`config.mk`:
```
export PLATFORM = sky130hd
export DESIGN_NAME = acq_sequencer
export DESIGN_NICKNAME = d
export VERILOG_FILES = /design/src/rtl/acq_pkg.sv /design/src/rtl/acq_tick_gen.sv /design/src/rtl/acq_sequencer.sv
export SDC_FILE = /design/constraint.sdc
export NUM_CORES = 1
export LEC_CHECK = 0
export BUFFER_PORTS_ARGS = -buffer_cell sky130_fd_sc_hd__buf_2
export CELL_PAD_IN_SITES_DETAIL_PLACEMENT = 1
export CELL_PAD_IN_SITES_GLOBAL_PLACEMENT = 1
export CORE_MARGIN = 1.5
export CORE_UTILIZATION = 48
export CTS_BUF_LIST = sky130_fd_sc_hd__clkbuf_2 sky130_fd_sc_hd__clkbuf_4 sky130_fd_sc_hd__clkbuf_8
export DETAILED_ROUTE_END_ITERATION = 10
export PLACE_DENSITY = 0.9
export SYNTH_ARGS = -nofsm -noshare
export SYNTH_HDL_FRONTEND = slang
export SYNTH_SLANG_ARGS = --single-unit
export TNS_END_PERCENT = 100
```
`constraint.sdc`:
```
create_clock -name clk -period 7.15 [get_ports clk]
set_clock_uncertainty 0.15 [all_clocks]
set_input_delay 0 -clock clk [delete_from_list [all_inputs] [get_ports clk]]
set_output_delay 0 -clock clk [all_outputs]
set_load 0.1 [all_outputs]
```
`src/rtl/acq_pkg.sv`:
```
`default_nettype none
// ============================================================================
// Module      : acq_pkg
// Description : Shared state encoding and constants for the acquisition
//               run sequencer.
// Revision    : 1.0 - initial release
// ============================================================================
package acq_pkg;

  // Debug-visible state codes; the numeric values appear on the state port.
  typedef enum logic [2:0] {
    IDLE      = 3'd0,
    WAIT_CLK  = 3'd1,
    WAIT_TICK = 3'd2,
    FRAME     = 3'd3,
    FINISH    = 3'd4
  } acq_state_t;

  // Maximum number of cycles a frame may stay in flight.
  localparam int c_timeout_default = 4096;

  // Width of the optional dropped-tick counter.
  localparam int c_ovr_cnt_w = 16;

endpackage
`default_nettype wire

```
`src/rtl/acq_tick_gen.sv`:
```
`default_nettype none
// ============================================================================
// Module      : acq_tick_gen
// Description : Sample-period counter. Raises tick when the count reaches
//               zero, then reloads period-1 (a period of 0 behaves as 1).
// Revision    : 1.0 - initial release
// ============================================================================
module acq_tick_gen #(
  parameter int PERIOD_W = 16
) (
  input  logic                clk,
  input  logic                reset_n,
  input  logic                enable,
  input  logic                load_zero,
  input  logic [PERIOD_W-1:0] period,
  output logic                tick
);

  localparam logic [PERIOD_W-1:0] c_one = PERIOD_W'(1);

  logic [PERIOD_W-1:0] r_count;
  logic [PERIOD_W-1:0] w_reload;

  assign w_reload = (period == '0) ? '0 : (period - c_one);
  assign tick     = enable && (r_count == '0);

  // Count down while enabled; load_zero makes the next cycle a tick.
  always_ff @(posedge clk or negedge reset_n) begin
    if (!reset_n) begin
      r_count <= '0;
    end else if (load_zero) begin
      r_count <= '0;
    end else if (enable) begin
      r_count <= (r_count == '0) ? w_reload : (r_count - c_one);
    end
  end

endmodule
`default_nettype wire

```
`src/rtl/acq_sequencer.sv`:
```
`default_nettype none
// ============================================================================
// Module      : acq_sequencer
// Description : Run-level controller for the SPI acquisition engine. Waits
//               for a stable clock, issues one frame start per sample period,
//               counts completed frames and flags overruns and hung frames.
//               Optional macro ACQ_OVERRUN_COUNT_EN adds a saturating
//               dropped-tick counter on port overrun_count.
// Revision    : 1.0 - initial release
// ============================================================================
module acq_sequencer
  import acq_pkg::*;
#(
  parameter int TS_W     = 32,
  parameter int PERIOD_W = 16,
  parameter int TIMEOUT  = c_timeout_default
) (
  input  logic                clk,
  input  logic                reset_n,
  input  logic                clk_stable,
  input  logic                cfg_continuous,
  input  logic [TS_W-1:0]     cfg_max_timestep,
  input  logic [PERIOD_W-1:0] cfg_period,
  input  logic                cmd_start,
  input  logic                cmd_stop,
  input  logic                spi_busy,
  input  logic                spi_frame_done,
  output logic                spi_start,
  output logic [TS_W-1:0]     timestamp,
  output logic                running,
  output logic                done,
  output logic                overrun,
  output logic                timeout_err,
  output logic [2:0]          state
`ifdef ACQ_OVERRUN_COUNT_EN
  ,
  output logic [c_ovr_cnt_w-1:0] overrun_count
`endif
);

  localparam int                c_to_w    = $clog2(TIMEOUT + 1);
  localparam logic [c_to_w-1:0] c_to_last = c_to_w'(TIMEOUT - 1);
  localparam logic [TS_W-1:0]   c_ts_one  = TS_W'(1);

  acq_state_t          r_state, w_next;
  logic                r_cont;
  logic [TS_W-1:0]     r_max;
  logic [PERIOD_W-1:0] r_period;
  logic [TS_W-1:0]     r_ts;
  logic [TS_W-1:0]     w_ts_plus;
  logic                r_stop_pend;
  logic [c_to_w-1:0]   r_to_cnt;
  logic                r_spi_start, r_running, r_done, r_overrun, r_timeout;
  logic                w_tick, w_tick_en, w_load_zero;
  logic                w_start_acc, w_drop, w_frame_end, w_to_hit;

  assign w_ts_plus   = r_ts + c_ts_one;
  assign w_tick_en   = (r_state == WAIT_TICK) || (r_state == FRAME);
  assign w_load_zero = (r_state == WAIT_CLK) && (w_next == WAIT_TICK);

  acq_tick_gen #(
    .PERIOD_W (PERIOD_W)
  ) u_tick_gen (
    .clk       (clk),
    .reset_n   (reset_n),
    .enable    (w_tick_en),
    .load_zero (w_load_zero),
    .period    (r_period),
    .tick      (w_tick)
  );

  // Next-state decode plus the per-cycle events that update counters/flags.
  always_comb begin
    w_next      = r_state;
    w_start_acc = 1'b0;
    w_drop      = 1'b0;
    w_frame_end = 1'b0;
    w_to_hit    = 1'b0;
    case (r_state)
      IDLE: begin
        if (cmd_start) begin
          w_start_acc = 1'b1;
          w_next      = WAIT_CLK;
        end
      end
      WAIT_CLK: begin
        // An empty burst ends without waiting for the clock.
        if (!r_cont && (r_max == '0)) w_next = FINISH;
        else if (cmd_stop)            w_next = FINISH;
        else if (clk_stable)          w_next = WAIT_TICK;
      end
      WAIT_TICK: begin
        w_drop = w_tick && spi_busy;
        if (cmd_stop)                   w_next = FINISH;
        else if (!clk_stable)           w_next = WAIT_CLK;
        else if (w_tick && !spi_busy)   w_next = FRAME;
      end
      FRAME: begin
        // Ticks during a frame are dropped, never deferred.
        w_drop = w_tick;
        if (spi_frame_done) begin
          w_frame_end = 1'b1;
          if ((!r_cont && (w_ts_plus == r_max)) || r_stop_pend || cmd_stop)
            w_next = FINISH;
          else
            w_next = WAIT_TICK;
        end else if (r_to_cnt == c_to_last) begin
          w_to_hit = 1'b1;
          w_next   = FINISH;
        end
      end
      FINISH:  w_next = IDLE;
      default: w_next = IDLE;
    endcase
  end

  // State register and registered pulse/level outputs derived from w_next.
  always_ff @(posedge clk or negedge reset_n) begin
    if (!reset_n) begin
      r_state     <= IDLE;
      r_spi_start <= 1'b0;
      r_running   <= 1'b0;
      r_done      <= 1'b0;
      r_stop_pend <= 1'b0;
      r_to_cnt    <= '0;
    end else begin
      r_state     <= w_next;
      r_spi_start <= (w_next == FRAME) && (r_state != FRAME);
      r_running   <= (w_next == WAIT_CLK) || (w_next == WAIT_TICK) || (w_next == FRAME);
      r_done      <= (w_next == FINISH);
      r_stop_pend <= ((r_state == FRAME) && (w_next == FRAME)) ? (r_stop_pend | cmd_stop) : 1'b0;
      r_to_cnt    <= ((r_state == FRAME) && (w_next == FRAME)) ? (r_to_cnt + 1'b1) : '0;
    end
  end

  // Run configuration, timestamp and sticky flags; all reset on accepted start.
  always_ff @(posedge clk or negedge reset_n) begin
    if (!reset_n) begin
      r_cont    <= 1'b0;
      r_max     <= '0;
      r_period  <= '0;
      r_ts      <= '0;
      r_overrun <= 1'b0;
      r_timeout <= 1'b0;
    end else if (w_start_acc) begin
      r_cont    <= cfg_continuous;
      r_max     <= cfg_max_timestep;
      r_period  <= cfg_period;
      r_ts      <= '0;
      r_overrun <= 1'b0;
      r_timeout <= 1'b0;
    end else begin
      if (w_frame_end) r_ts      <= w_ts_plus;
      if (w_drop)      r_overrun <= 1'b1;
      if (w_to_hit)    r_timeout <= 1'b1;
    end
  end

`ifdef ACQ_OVERRUN_COUNT_EN
  logic [c_ovr_cnt_w-1:0] r_ovr_cnt;

  // Saturating count of every dropped tick in the current run.
  always_ff @(posedge clk or negedge reset_n) begin
    if (!reset_n) begin
      r_ovr_cnt <= '0;
    end else if (w_start_acc) begin
      r_ovr_cnt <= '0;
    end else if (w_drop && (r_ovr_cnt != '1)) begin
      r_ovr_cnt <= r_ovr_cnt + 1'b1;
    end
  end

  assign overrun_count = r_ovr_cnt;
`endif

  assign spi_start   = r_spi_start;
  assign timestamp   = r_ts;
  assign running     = r_running;
  assign done        = r_done;
  assign overrun     = r_overrun;
  assign timeout_err = r_timeout;
  assign state       = r_state;

endmodule
`default_nettype wire

```
# [Word-level counts from Yosys, hierarchy flattened]
# Cells that the tools add are included.
[totals] in_bits=56 ff_bits=119 wordCells=82
[classes] n_bitwise=1 n_reduce_logical=23 mux=31 addsub=4 n_eq_ne=10
[ops] op="$mux W16" n=4
[ops] op="$mux W32" n=2
[ops] op="$add A32 B1 Y32 const B" n=1
[ops] op="$eq A32 B32 Y1" n=1
[ops] op="$logic_not A16 Y1" n=2
[ops] op="$logic_not A32 Y1" n=1
[ops] op="$sub A16 B1 Y16 const B" n=2
[ops] op="$mux W3" n=10
[ops] op="$add A13 B1 Y13 const B" n=1
[ops] op="$eq A13 B12 Y1 const B" n=1
[ops] op="$mux W13" n=1
[ops] op="$eq A3 B2 Y1 const B" n=4
[ops] op="$mux W1" n=12
[ops] op="$pmux W3 S4" n=1
[ops] op="$logic_and A1 B1 Y1" n=8
[ops] op="$reduce_bool A2 Y1" n=4
[ops] op="$eq A3 B1 Y1 const B" n=2
[ops] op="$logic_or A1 B1 Y1" n=5
[ops] op="$eq A3 B3 Y1 const B" n=1
[ops] op="$logic_not A3 Y1" n=1
[ops] op="$ne A3 B2 Y1 const B" n=1
[ops] op="$logic_not A1 Y1" n=2
[ops] op="$pmux W1 S2" n=1
[ops] op="$or A1 B1 Y1" n=1

# [Longest topological paths before layout]
[depth] depth_word=11 ltp_mapped=11 ltp_nobuf=10

# [Modules after synthesis]
# Synthesis repeated with hierarchy kept, for this count alone.
[hier_totals] cells_unflattened=737 hier_area_um2=6964.2
[by_module_without_submodules] mod="acq_sequencer" seq_area_each_um2=2577.5 n_inst=1 cells_per_inst=564 area_each_um2=5592.9
[by_module_without_submodules] mod="acq_tick_gen" seq_area_each_um2=400.4 n_inst=1 cells_per_inst=173 area_each_um2=1371.3

# [Worst setup path before layout]
# Ideal clock, no wire load.
[synth_path] path_kind="register to register" startpoint="register r_ts[0] (netlist: timestamp[0])" endpoint="register r_running (netlist: running)" required_ns=6.876 slack_ns=3.639 t_arrival_ns=3.237 period_less_slack_ns=3.511 stages_incl_launch_ff=10 path_cell_list="dfrtp_1 > ha_1 > nand3_4 > nor4_4 > nand4_1 > or3_1 > a2111oi_2 > nand4_1 > a22oi_1 > o21ai_1"
[synth_between] elab_chain_cells=11 elab_cells_between_ends=13
[synth_lines] item="from (decl)" line_no="acq_sequencer.sv:49" text="logic [TS_W-1:0] r_ts;"
[synth_lines] item="from (signal assigned)" line_no="acq_sequencer.sv:153" text="if (w_frame_end) r_ts <= w_ts_plus;"
[synth_lines] item="$add A32 B1 Y32 (*)" line_no="acq_sequencer.sv:57" text="assign w_ts_plus = r_ts + c_ts_one;"
[synth_lines] item="$eq A32 B32 Y1 (*)" line_no="acq_sequencer.sv:103" text="if ((!r_cont && (w_ts_plus == r_max)) || r_stop_pend || cmd_stop)"
[synth_lines] item="$logic_and A1 B1 Y1 (*)" line_no="acq_sequencer.sv:103"
[synth_lines] item="$logic_or A1 B1 Y1 (*) (2 in a row)" line_no="acq_sequencer.sv:103"
[synth_lines] item="$mux W3 (*)" line_no="acq_sequencer.sv:103"
[synth_lines] item="$mux W3 (*)" line_no="acq_sequencer.sv:101" text="if (spi_frame_done) begin"
[synth_lines] item="$pmux W3 S4 (*)" line_no="acq_sequencer.sv:79" text="case (r_state)"
[synth_lines] item="$eq A3 B1 Y1 / $eq A3 B2 Y1 (equally long branches)" line_no="acq_sequencer.sv:129" text="r_running <= (w_next == WAIT_CLK) || (w_next == WAIT_TICK) || (w_next == FRAME);"
[synth_lines] item="$logic_or A1 B1 Y1" line_no="acq_sequencer.sv:129"
[synth_lines] item="$logic_or A1 B1 Y1 (*)" line_no="acq_sequencer.sv:129"
[synth_lines] item="to (signal assigned)" line_no="acq_sequencer.sv:129"
[synth_lines] item="to (decl)" line_no="acq_sequencer.sv:53" text="logic r_spi_start, r_running, r_done, r_overrun, r_timeout;"
# Mark *: on every way between the ends. The rest lies on a longest branch, timed or not.
# A chain may end at the register's enable or synchronous reset.

# [Worst setup path in the final report]
[layout_path] startpoint="register r_ts[7] (netlist: timestamp[7])" endpoint="register r_running (netlist: running)"
# Same word-level chain as after synthesis.

==> results_dict.tcl <==
set metrics [dict create \
    worst-r2r-setup-slack_ns 3.57 \
    peakVddDrop_uv 167 \
    io-pin-count 96 \
    rsz0062_at_grt "no" \
    post-route-worst-setup-slack_ns 3.57 \
    worstSetupPathType "flip-flop to flip-flop" \
    drc 0 \
    drt-pass1-iter-count 6 \
    synthAdderAreaFrac_pct 0.898 \
    powerDensity_nw_per_um2 335 \
    multiplexer_area_fraction_after_synthesis_pct 0.287 \
    route.vias.total 7196 \
    synth_warnings 0 \
    met1_length_microns 10300 \
    gr-usage-all-layers_pct 35.1 \
    starting_utilization_of_the_core_area_pct 49.6 \
    crit_required_ns 7.36 \
    path_buf_inv 0 \
    yosys_register_bits 119 \
    hold-path-cell-count 4 \
    io_buffer_count 95 \
    chipWidth_microns 124 \
    final_cell_mix "189 x sky130_fd_sc_hd__nand2_1, 119 x sky130_fd_sc_hd__dfrtp_1, 94 x sky130_fd_sc_hd__buf_2" \
    initial_antenna_violation_count 1 \
    crit_path_max_incr_delay_ns 0.64 \
    report.final.setup_viol 0 \
    crit-reg2reg-launch "timestamp[7]" \
    placedInstanceArea_sq_um 7530 \
    highest-signal-layer "met4" \
    layout.nets 1027 \
    first_global_vias 7604 \
    global_route_wire_length_before_repair_microns 40400 \
    clock_tree_from_tritoncts "yes" \
    timing.slew.headroom_pct 22.5 \
    layout_worst_path_cycle_share_pct 50.1 \
    drive_gt1_share_pct 15.6 \
    gp_congestion 0.939 \
    mostFrequentLayoutCell "sky130_fd_sc_hd__nand2_1" \
    tns_ns 0 \
    post_synth_inst_count 835 \
    area_of_the_mapped_netlist_sq_um 6970 \
    cap_violations 0 \
    nets_in_the_synthesized_netlist 896 \
    synth_flop_cell "sky130_fd_sc_hd__dfrtp_1" \
    final_max_slew_viol_count 0 \
    path_depth 8 \
    wire_length_on_met3_microns 1530 \
    yosys.area_share.xor_xnor_pct 8.49 \
    sinks_on_clock_net 119 \
    synth_sequential_area_ratio_pct 42.7 \
    gr-total-overflow 0 \
    area_delta_synth_final_pct 22.8 \
    cts_htree_levels 4 \
    critPathMaxFanout 12 \
    run_status "complete, no violations" \
    filler_cell_count 1677 \
    hp-class "input port to flip-flop" \
    final_period_minus_worst_setup_slack_ns 3.58 \
    cts_made_buffers 17 \
    hold_viol_final 0 \
    netlist-cell-type-count 69 \
    largest_net_degree_at_the_start_of_global_routing 73 \
    cts-root-to-sink-buffers 2 \
    synth-edff-count 0 \
    num_rows 43 \
    route.antenna.remaining_nets 0 \
    fin_worst_hold_slack_ns 0.109 \
    floorplan.die.height_microns 124 \
    place_ws_ns 3.80 \
    crit_chain "and4_1, nand4_1, nor2_1, a31oi_1, nor4_1, nand4_1, a22oi_1, o21ai_1" \
    routed_wl_microns 25500 \
    ctsRootBufferMaster "sky130_fd_sc_hd__clkbuf_8" \
    start_kind "flip-flop" \
    avgSynthCellArea_sq_um 8.35 \
    synth_simple_gate_area_share_pct 29.7 \
    timing.hold.worst.start "cfg_max_timestep[25]" \
    clk_latency_ns 0.48 \
    ys_async_sr_fraction_pct 100 \
    regToRegEndpoint "running" \
    place.detailed.hpwl_microns 15100 \
    core_area_sq_um 14000 \
    synth_top_family_by_area "simple AND/OR/NAND/NOR gates" \
    hold_path_end "r_max[25]" \
    power.leakage_nw 3.91 \
    routed_via_density 6.20 \
    compound_cell_area_share_of_the_yosys_netlist_pct 14.3 \
    post_cts_resized 0 \
    cp.arrival_ns 3.79 \
    initialDrtViolationCount 671 \
    critical-path-top-cell-by-count "sky130_fd_sc_hd__nand4_1" \
    critical_path.top_delay_family "simple AND/OR/NAND/NOR gates" \
    wl_met2_microns 12500 \
    post_drt_wl_per_cell_microns 22.0 \
    clk_transition_reported_paths_ns 0.09 \
    reg2regPathDepth 8 \
    crit_path_end_kind "flip-flop" \
    achievable-frequency_mhz 279 \
    worst_slew_pin_slew_ns 1.16 \
    final_area_sq_um 8560 \
    timing.critical_path.slowest_stage_cell "sky130_fd_sc_hd__nor2_1" \
    die_area_sq_um 15300 \
]
==> worst register-to-register path, stage by stage (launching register included) <==
cell	delay [ns]
sky130_fd_sc_hd__dfrtp_1	0.60
sky130_fd_sc_hd__and4_1	0.35
sky130_fd_sc_hd__nand4_1	0.40
sky130_fd_sc_hd__nor2_1	0.64
sky130_fd_sc_hd__a31oi_1	0.22
sky130_fd_sc_hd__nor4_1	0.41
sky130_fd_sc_hd__nand4_1	0.27
sky130_fd_sc_hd__a22oi_1	0.30
sky130_fd_sc_hd__o21ai_1	0.13
==> per-stage QoR <==
step	power, mW	util, %	cells
final	2.87	60.9	1160
after global placement	2.03	53.7	1070
after CTS	2.79	60.9	1159
after detailed placement	2.07	53.7	1070
after floorplan	1.76	-	835
after global routing	3.00	60.9	1160
==> cells in the mapped netlist (5+ instances only) <==
cell type / n / share of area (%)
sky130_fd_sc_hd__buf_2: 11 / 0.79
sky130_fd_sc_hd__nand3_1: 30 / 2.2
sky130_fd_sc_hd__or4_1: 7 / 0.75
sky130_fd_sc_hd__o41ai_1: 5 / 0.63
sky130_fd_sc_hd__clkbuf_1: 30 / 1.6
sky130_fd_sc_hd__ha_1: 5 / 0.90
sky130_fd_sc_hd__nor3_1: 23 / 1.7
sky130_fd_sc_hd__a211oi_1: 5 / 0.54
sky130_fd_sc_hd__o21ai_0: 64 / 4.6
sky130_fd_sc_hd__a31oi_1: 13 / 1.2
sky130_fd_sc_hd__or3_1: 9 / 0.81
sky130_fd_sc_hd__nand4_1: 18 / 1.6
sky130_fd_sc_hd__and3_1: 12 / 1.1
sky130_fd_sc_hd__nor4_1: 20 / 1.8
sky130_fd_sc_hd__dfrtp_1: 119 / 43
sky130_fd_sc_hd__xnor2_1: 35 / 4.4
sky130_fd_sc_hd__inv_1: 15 / 0.81
sky130_fd_sc_hd__nor2_1: 68 / 3.7
sky130_fd_sc_hd__nand2_1: 189 / 10
sky130_fd_sc_hd__o21a_1: 5 / 0.54
sky130_fd_sc_hd__and4_1: 9 / 1.1
sky130_fd_sc_hd__xor2_1: 30 / 3.8
sky130_fd_sc_hd__o31ai_1: 5 / 0.54
sky130_fd_sc_hd__a21oi_1: 26 / 1.9
sky130_fd_sc_hd__and2_1: 5 / 0.45
==> cell type report <==
class	instances	area, sq um	share of cell area (%)
Multi-Input combinational cell	655	3750	43.9
Antenna cell	1	2.50	0.0292
Timing Repair Buffer	158	1110	13.0
Inverter	15	56.3	0.658
Sequential cell	119	2980	34.8
Clock buffer	19	262	3.06
Tap cell	180	225	2.63
Clock inverter	13	170	1.99
==> per-layer routing <==
| metal | global-route usage [%] | vias up |
|---|---|---|
| met5 | 0 | - |
| met4 | 16.7 | 0 |
| met3 | 7.06 | 101 |
| met2 | 59.4 | 317 |
| met1 | 42.9 | 3572 |
| li1 | - | 3206 |
==> state kept, by name, summed over array words and instances, names as in the netlist <==
signal	count
running	1
r_stop_pend	1
timestamp	32
r_period	16
done	1
overrun	1
r_max	32
state	3
spi_start	1
r_cont	1
r_to_cnt	13
timeout_err	1
u_tick_gen.r_count	16
==> report_power, final <==
part           internal, mW  switching [mW]
clock network         0.366           0.319
logic                 0.375           0.691
registers             0.855           0.261
==> kinds of logic (layout without fill, tap and decap cells) <==
family | after synthesis | in the layout
buffers and inverters | 61 | 205
multiplexers | 2 | 2
AND/OR/NAND/NOR | 421 | 421
XOR/XNOR | 66 | 66
AO/OA/AOI/OAI | 161 | 161
flip-flops | 119 | 119
other | 0 | 1
adder cells (fa/ha/maj) | 5 | 5
==> how the worst max path moves through the flow <==
stage | end | slack, ns | from
after floorplan | running | 3.64 | timestamp[0]
after global placement | running | 3.87 | timestamp[0]
after detailed placement | running | 3.80 | timestamp[0]
after CTS | state[2] | 3.65 | timestamp[7]
after global routing | running | 3.38 | timestamp[7]
final | running | 3.57 | timestamp[7]
==> timing repair <==
action | 4_1_cts | 5_1_grt
endpoints found under the hold margin | 106 | 0
hold buffers | 57 | 0
setup buffers | 0 | 0
Note: power is estimated with default switching activity, not from simulation.
